### src/rtl/dmem_arbiter_if.sv
// CPU / DMA / data_memory signal bundle for dmem_arbiter.
// slave = arbiter side, master = requesters plus memory model.
interface dmem_arbiter_if #(
  parameter int ADDR_W = 8,
  parameter int DATA_W = 8
);
  logic              cpu_req;
  logic              cpu_we;
  logic [ADDR_W-1:0] cpu_addr;
  logic [DATA_W-1:0] cpu_wdata;
  logic              cpu_stall;
  logic [DATA_W-1:0] cpu_rdata;

  logic              dma_req;
  logic              dma_we;
  logic [ADDR_W-1:0] dma_addr;
  logic [DATA_W-1:0] dma_wdata;
  logic              dma_last;
  logic              dma_gnt;
  logic              dma_ack;
  logic [DATA_W-1:0] dma_rdata;

  logic [ADDR_W-1:0] mem_addr;
  logic [DATA_W-1:0] mem_wdata;
  logic              mem_we;
  logic [DATA_W-1:0] mem_rdata;

  logic              owner;

  modport slave (
    input  cpu_req, cpu_we, cpu_addr, cpu_wdata,
    input  dma_req, dma_we, dma_addr, dma_wdata, dma_last,
    input  mem_rdata,
    output cpu_stall, cpu_rdata, dma_gnt, dma_ack, dma_rdata,
    output mem_addr, mem_wdata, mem_we, owner
  );

  modport master (
    output cpu_req, cpu_we, cpu_addr, cpu_wdata,
    output dma_req, dma_we, dma_addr, dma_wdata, dma_last,
    output mem_rdata,
    input  cpu_stall, cpu_rdata, dma_gnt, dma_ack, dma_rdata,
    input  mem_addr, mem_wdata, mem_we, owner
  );
endinterface

### src/rtl/dmem_arbiter.sv
// Single-port data_memory arbiter: CPU owns by default, DMA bursts via req/gnt.
// Define DMEM_ARB_BURST_LIMIT_EN to end each grant after MAX_BURST acked beats.
module dmem_arbiter #(
  parameter int ADDR_W    = 8,
  parameter int DATA_W    = 8,
  parameter int MAX_BURST = 4,
  parameter int MIN_CPU   = 2
) (
  input  logic clk,
  input  logic rst,
  dmem_arbiter_if.slave bus
);
  localparam int CNT_W  = $clog2(MIN_CPU + 1);
  localparam int BEAT_W = $clog2(MAX_BURST + 1);

  typedef enum logic {CPU_OWN, DMA_XFER} state_t;

  state_t            state_q, state_d;
  logic [CNT_W-1:0]  cpu_cnt_q, cpu_cnt_d, cpu_cnt_inc;
  logic [BEAT_W-1:0] beat_cnt_q, beat_cnt_d, beat_inc;
  logic              burst_done;
  logic              dma_xfer;

  always_ff @(posedge clk or posedge rst) begin
    if (rst) begin
      state_q    <= CPU_OWN;
      cpu_cnt_q  <= '0;
      beat_cnt_q <= '0;
    end else begin
      state_q    <= state_d;
      cpu_cnt_q  <= cpu_cnt_d;
      beat_cnt_q <= beat_cnt_d;
    end
  end

  // The current CPU cycle counts toward MIN_CPU, giving a MIN_CPU-cycle re-grant gap.
  always_comb begin
    state_d     = state_q;
    cpu_cnt_d   = cpu_cnt_q;
    beat_cnt_d  = beat_cnt_q;
    cpu_cnt_inc = (cpu_cnt_q == CNT_W'(MIN_CPU)) ? cpu_cnt_q : cpu_cnt_q + 1'b1;
    beat_inc    = beat_cnt_q + 1'b1;
`ifdef DMEM_ARB_BURST_LIMIT_EN
    burst_done  = (beat_inc == BEAT_W'(MAX_BURST));
`else
    burst_done  = 1'b0;
`endif
    case (state_q)
      CPU_OWN: begin
        cpu_cnt_d = cpu_cnt_inc;
        if (bus.dma_req && (cpu_cnt_inc == CNT_W'(MIN_CPU))) begin
          state_d    = DMA_XFER;
          beat_cnt_d = '0;
        end
      end
      DMA_XFER: begin
        if (!bus.dma_req) begin
          state_d   = CPU_OWN;
          cpu_cnt_d = '0;
        end else begin
          beat_cnt_d = beat_inc;
          if (bus.dma_last || burst_done) begin
            state_d   = CPU_OWN;
            cpu_cnt_d = '0;
          end
        end
      end
      default: state_d = CPU_OWN;
    endcase
  end

  assign dma_xfer = (state_q == DMA_XFER);

  assign bus.dma_gnt   = dma_xfer;
  assign bus.cpu_stall = dma_xfer;
  assign bus.owner     = dma_xfer;
  assign bus.dma_ack   = dma_xfer & bus.dma_req & ~rst;

  assign bus.mem_addr  = dma_xfer ? bus.dma_addr  : bus.cpu_addr;
  assign bus.mem_wdata = dma_xfer ? bus.dma_wdata : bus.cpu_wdata;
  // Write enable is forced low while rst is held, whatever the requesters do.
  assign bus.mem_we    = ~rst & (dma_xfer ? (bus.dma_req & bus.dma_we)
                                          : (bus.cpu_req & bus.cpu_we));

  assign bus.cpu_rdata = bus.mem_rdata;
  assign bus.dma_rdata = bus.mem_rdata;
endmodule

### src/flat_wrapper.sv
// flat-port wrapper written by rule: the top's interface ports become plain ports
module dmem_arbiter_flat 
#(
  parameter int ADDR_W    = 8,
  parameter int DATA_W    = 8,
  parameter int MAX_BURST = 4,
  parameter int MIN_CPU   = 2
)
  (clk, rst, bus_cpu_req, bus_cpu_we, bus_cpu_addr, bus_cpu_wdata, bus_dma_req, bus_dma_we, bus_dma_addr, bus_dma_wdata, bus_dma_last, bus_mem_rdata, bus_cpu_stall, bus_cpu_rdata, bus_dma_gnt, bus_dma_ack, bus_dma_rdata, bus_mem_addr, bus_mem_wdata, bus_mem_we, bus_owner);
  dmem_arbiter_if #(.ADDR_W(ADDR_W), .DATA_W(DATA_W)) bus_i ();
  input  logic clk;
  input  logic rst;
  input wire logic [$bits(bus_i.cpu_req)-1:0] bus_cpu_req;
  input wire logic [$bits(bus_i.cpu_we)-1:0] bus_cpu_we;
  input wire logic [$bits(bus_i.cpu_addr)-1:0] bus_cpu_addr;
  input wire logic [$bits(bus_i.cpu_wdata)-1:0] bus_cpu_wdata;
  input wire logic [$bits(bus_i.dma_req)-1:0] bus_dma_req;
  input wire logic [$bits(bus_i.dma_we)-1:0] bus_dma_we;
  input wire logic [$bits(bus_i.dma_addr)-1:0] bus_dma_addr;
  input wire logic [$bits(bus_i.dma_wdata)-1:0] bus_dma_wdata;
  input wire logic [$bits(bus_i.dma_last)-1:0] bus_dma_last;
  input wire logic [$bits(bus_i.mem_rdata)-1:0] bus_mem_rdata;
  output wire logic [$bits(bus_i.cpu_stall)-1:0] bus_cpu_stall;
  output wire logic [$bits(bus_i.cpu_rdata)-1:0] bus_cpu_rdata;
  output wire logic [$bits(bus_i.dma_gnt)-1:0] bus_dma_gnt;
  output wire logic [$bits(bus_i.dma_ack)-1:0] bus_dma_ack;
  output wire logic [$bits(bus_i.dma_rdata)-1:0] bus_dma_rdata;
  output wire logic [$bits(bus_i.mem_addr)-1:0] bus_mem_addr;
  output wire logic [$bits(bus_i.mem_wdata)-1:0] bus_mem_wdata;
  output wire logic [$bits(bus_i.mem_we)-1:0] bus_mem_we;
  output wire logic [$bits(bus_i.owner)-1:0] bus_owner;
  assign bus_i.cpu_req = bus_cpu_req;
  assign bus_i.cpu_we = bus_cpu_we;
  assign bus_i.cpu_addr = bus_cpu_addr;
  assign bus_i.cpu_wdata = bus_cpu_wdata;
  assign bus_i.dma_req = bus_dma_req;
  assign bus_i.dma_we = bus_dma_we;
  assign bus_i.dma_addr = bus_dma_addr;
  assign bus_i.dma_wdata = bus_dma_wdata;
  assign bus_i.dma_last = bus_dma_last;
  assign bus_i.mem_rdata = bus_mem_rdata;
  assign bus_cpu_stall = bus_i.cpu_stall;
  assign bus_cpu_rdata = bus_i.cpu_rdata;
  assign bus_dma_gnt = bus_i.dma_gnt;
  assign bus_dma_ack = bus_i.dma_ack;
  assign bus_dma_rdata = bus_i.dma_rdata;
  assign bus_mem_addr = bus_i.mem_addr;
  assign bus_mem_wdata = bus_i.mem_wdata;
  assign bus_mem_we = bus_i.mem_we;
  assign bus_owner = bus_i.owner;
  dmem_arbiter #(.ADDR_W(ADDR_W), .DATA_W(DATA_W), .MAX_BURST(MAX_BURST), .MIN_CPU(MIN_CPU)) u_core (.clk(clk), .rst(rst), .bus(bus_i));
endmodule
### config.mk
export PLATFORM = sky130hd
export DESIGN_NAME = dmem_arbiter_flat
export DESIGN_NICKNAME = d
export VERILOG_FILES = /design/src/rtl/dmem_arbiter_if.sv /design/src/rtl/dmem_arbiter.sv /design/src/flat_wrapper.sv
export SDC_FILE = /design/constraint.sdc
export NUM_CORES = 1
export LEC_CHECK = 0
export CAP_MARGIN = 0
export CORE_MARGIN = 2
export CORE_UTILIZATION = 23
export DETAILED_ROUTE_END_ITERATION = 8
export MAX_ROUTING_LAYER = met4
export PLACE_DENSITY = 0.84
export RECOVER_POWER = 25
export SLEW_MARGIN = 40
export SYNTH_ARGS = -nofsm -noshare
export SYNTH_HDL_FRONTEND = slang
export SYNTH_SLANG_ARGS = --single-unit
### constraint.sdc
create_clock -name clk -period 1.93 [get_ports clk]
set_input_delay 0.579 -clock clk [delete_from_list [all_inputs] [get_ports clk]]
set_output_delay 0.579 -clock clk [all_outputs]
set_load 0.03 [all_outputs]
Word-level counts from Yosys, hierarchy flattened. Cells that the tools add are included.

Bits of input ports: 47. Word-level logic and storage cells: 25. Output and inout port bits: 37. Flip-flop bits (word level): 3.

Equal/unequal tests: 3. Reduce and logical (&&, ||, !) cells: 1. Bitwise operators: 7. Add/subtract/negate cells: 1. Muxes and demuxes: 11.

Operators with widths (number): 2-to-1 mux 8 bit (2); 2-to-1 mux 2 bit (3); AND 1 bit (5); equality test 2 bit, second input constant (2); 2-to-1 mux 1 bit (4); one-hot mux 2 bit (2 select lines) (1); inequality test 3 bit, second input constant (1); adder 2 x 1 -> 2 bit, second input constant (1); inverter 1 bit (2); one-hot mux 1 bit (2 select lines) (1); logical AND 1 bit (1).

Logic depth before layout (Yosys ltp). Gate-level depths: netlist (run 1).

Depth after elaboration: 6. Depth in mapped cells: 4. Depth with buffers taken out: 4.

Least setup slack after synthesis (run 1). No wires, ideal clock.

Path type: register -> output. From: register u_core.state_q, in the netlist u_core.bus.cpu_stall. To: output port bus_mem_we. Required time: 1351 ps. Arrival time: 1410 ps. Slack: -59 ps. Path buffers: 1. Cell stages (with the launch flop): 4. Path through: dfrtp_1 buf_6 nand3b_1 a21oi_1.

Word-level cells in the longest chain between the ends: 2.

Ends and longest elaborated chain: from (decl) (RTL line dmem_arbiter.sv:18) `state_t state_q, state_d;`; from (signal assigned) (RTL line dmem_arbiter.sv:30) `state_q <= state_d;`; 2-to-1 mux 1 bit (RTL line dmem_arbiter.sv:82) `assign bus.mem_we = ~rst & (dma_xfer ? (bus.dma_req & bus.dma_we)`; AND 1 bit (RTL line dmem_arbiter.sv:82); to (decl) (RTL line flat_wrapper.sv:30) `output wire logic [$bits(bus_i.mem_we)-1:0] bus_mem_we;`.

No other way between the ends.

Worst setup path in the final report (run 1).
From: register u_core.state_q, in the netlist u_core.bus.cpu_stall. To: output port bus_mem_addr[5].

Word-level cells in the longest chain between the ends: 1.

Ends and longest elaborated chain: 2-to-1 mux 8 bit (RTL line dmem_arbiter.sv:79) `assign bus.mem_addr = dma_xfer ? bus.dma_addr : bus.cpu_addr;`; to (decl) (RTL line flat_wrapper.sv:28) `output wire logic [$bits(bus_i.mem_addr)-1:0] bus_mem_addr;`.

No other way between the ends.

==> results.cfg, run 1 <==
[power_and_ir_drop]
total_power_mw = 1.32
p_per_area_nw_per_um2 = 1240
peakVddDrop_mv = 0.669
total_leakage_power_nw = 0.556

[die]
dieArea_um2 = 2630
ios = 84
num_rows = 17
die_y_um = 51.3
die-width_um = 51.3
core-area_um2 = 2170
initial_core_util = 0.237

[flow_run]
cap_violations = 0

[logic_synthesis]
synth_xor_area_frac = 0
yosys.area_share.simple = 0.0852
synth_compound_area_frac = 0.0584
synth_seq_area_share = 0.146
synth.mux.area_fraction = 0.350
synth_top_family_by_area = multiplexers
synthAdderAreaFrac = 0.0243
syn_area_um2 = 514
syn_inst = 55
avgSynthCellArea_um2 = 9.35
synth_cell_types = 16
synth-seq-cells = 3
syn_nets = 103
yosys_warnings = 0

[grt]
grt_first_pass_wirelength_um = 2660
grt_pass1_vias = 596
antenna_found_initial = 0
grtUsageTotal = 0.137
grt_max_degree = 15
grt_overflow = 0

[run_status]
status = completed

[sta]
tightest_slew_ps = 227
relSlewSlack = 0.849
final_hold_viol_count = 0
setup-violations-final = 0
fin_crit_sh = 0.976
finClkSkew_ps = 7.11
period_needed_ps = 1880
fmax_mhz = 531
rsz0062_at_grt = no
drv_slew = 0

[drt]
totalWireLength_um = 1780
vias = 563
met3WireLength_um = 279
drt-vias-per-instance = 4.33
dr_wl_met2_um = 842
drc_errors = 0
detail_route.wl_per_cell_um = 13.7
met1_length_um = 649
drt-initial-drc-count = 0
highest_layer = met4
ant_nets = 0
first_pass_iters = 1

[worst_setup_path]
worstPathArrival_ps = 1310
cp.required_ps = 1350
endpoint_kind = output port
worstPathMaxFanout = 14
critPathLaunchType = register
setup.worst_path.class = reg -> out

[clock_tree]
clockRootBuffer = clkbuf_4
post_cts_buffers = 0
cts_tree = yes
clock_path_buffers = 2
path_clk_slew_ps = 40
numCtsBuffers = 3
clock_latency_ps = 240
hold_buffers = 0
cts_max_level = 1
cts.sinks = 3

[placed_design]
dp_hpwl_um = 1280
dpl_cell_area_um2 = 963
gp_congestion = 0.635
portBuffers = 59

[worst_hold_path]
holdCritPathClass = in -> async

[cells_and_area]
mostFrequentLayoutCell = dlygate4sd2_1
synthToLayoutAreaGrowth_pct = 108
mostFrequentLayoutCells = dlygate4sd2_1 (36), buf_6 (17), mux2_4 (16)
drive_above_1_share = 0.461
multi_input_comb_area_um2 = 330
fin_area_um2 = 1070
nFillCells = 217
final_nets = 151
antenna_cells = 0
ff_latch_area_um2 = 75.1
-- cells in the mapped netlist --
| cell | instances | area [um2] |
|---|---|---|
| a21oi_1 | 1 | 5.00 |
| ha_1 | 1 | 12.5 |
| buf_4 | 18 | 135 |
| nand3_1 | 1 | 5.00 |
| o21ai_0 | 1 | 5.00 |
| mux2_2 | 16 | 180 |
| inv_1 | 4 | 15.0 |
| nand4b_1 | 1 | 8.76 |
| o31ai_2 | 1 | 12.5 |
| buf_6 | 2 | 22.5 |
| dfrtp_1 | 3 | 75.1 |
| a21boi_1 | 1 | 7.51 |
| nand2b_1 | 2 | 12.5 |
| nor2_1 | 1 | 3.75 |
| nand3b_1 | 1 | 7.51 |
| nand2_2 | 1 | 6.26 |
-- layout make-up --
type	instances	share of cell area
flip-flops and latches	3	0.0703
inverters	4	0.0141
clock buffers	4	0.0246
multi-input cells	28	0.309
repair buffers	63	0.549
well taps	28	0.0328
-- power breakdown --
| part | total, mW | switching [mW] | internal [mW] | leakage [nW] |
|---|---|---|---|---|
| clock | 0.113 | 0.0349 | 0.0777 | 0.0150 |
| combinational | 1.10 | 0.564 | 0.535 | 0.504 |
| sequential | 0.108 | 0.0136 | 0.0948 | 0.0378 |
| total | 1.32 | 0.612 | 0.708 | 0.556 |
-- state kept, by name, summed over array words and instances (netlist names) --
name                  cells
u_core.cpu_cnt_q          2
u_core.bus.cpu_stall      1
-- cell families (layout without fill, tap and decap cells) --
family                     Yosys count  count (layout)
DFF                                  3               3
and+or+nand+nor                      7               7
muxes                               16              16
buffers and inverters               24              71
adders and majority gates            1               1
AOI/OAI and AO/OA                    4               4
-- routing by layer --
metal	vias to the layer above	GRT usage
met5	-	-
met4	0	0.0921
met3	4	0.0468
met2	52	0.227
met1	247	0.137
li1	260	-
-- final timing paths --
| check | startpoint | endpoint | depth (start not counted) | slack [ps] |
|---|---|---|---|---|
| setup / recovery | u_core.bus.cpu_stall | bus_mem_addr[5] | 3 | 50 |
| hold / removal | rst | u_core.bus.cpu_stall | 2 | 410 |
| setup reg to reg | u_core.cpu_cnt_q[0] | u_core.cpu_cnt_q[1] | 4 | 930 |
| hold reg to reg | u_core.cpu_cnt_q[1] | u_core.cpu_cnt_q[1] | 2 | 550 |
| max in group asynchronous | rst | u_core.cpu_cnt_q[1] | 2 | 1380 |
| min in group clk | u_core.cpu_cnt_q[1] | u_core.cpu_cnt_q[1] | 2 | 550 |
-- through the flow --
stage          worst slack, ps  instances  TNS [ps]  hold WS [ps]  utilization
2_1_floorplan             87.3         55         0           333            -
3_3_place_gp              -115        126     -1050           530        0.444
3_5_place_dp              -135        126     -1100           551        0.444
4_1_cts                   25.2        130         0           557        0.493
5_1_grt                   3.98        130         0           438        0.493
6_report                  45.8        130         0           406        0.493
-- repair_timing --
action | CTS | global route
endpoints found under the hold margin | 0 | 0
gates resized for setup | 69 | 1
pin swaps | 2 | 0
setup endpoints to repair | 18 | 2
-- worst max-delay path, cell delays in order, from the launching register on --
cell	delay (ps)
dfrtp_1	340
buf_4	250
mux2_4	330
buf_6	140
Note: power is estimated with default switching activity, not from simulation.
==> inputs of run 2 (changes only) <==
HOLD_SLACK_MARGIN = 0.08   (was unset)
==> results of run 2 <==
Same layout as run 1: the final DEF is identical, and so are final timing and power.
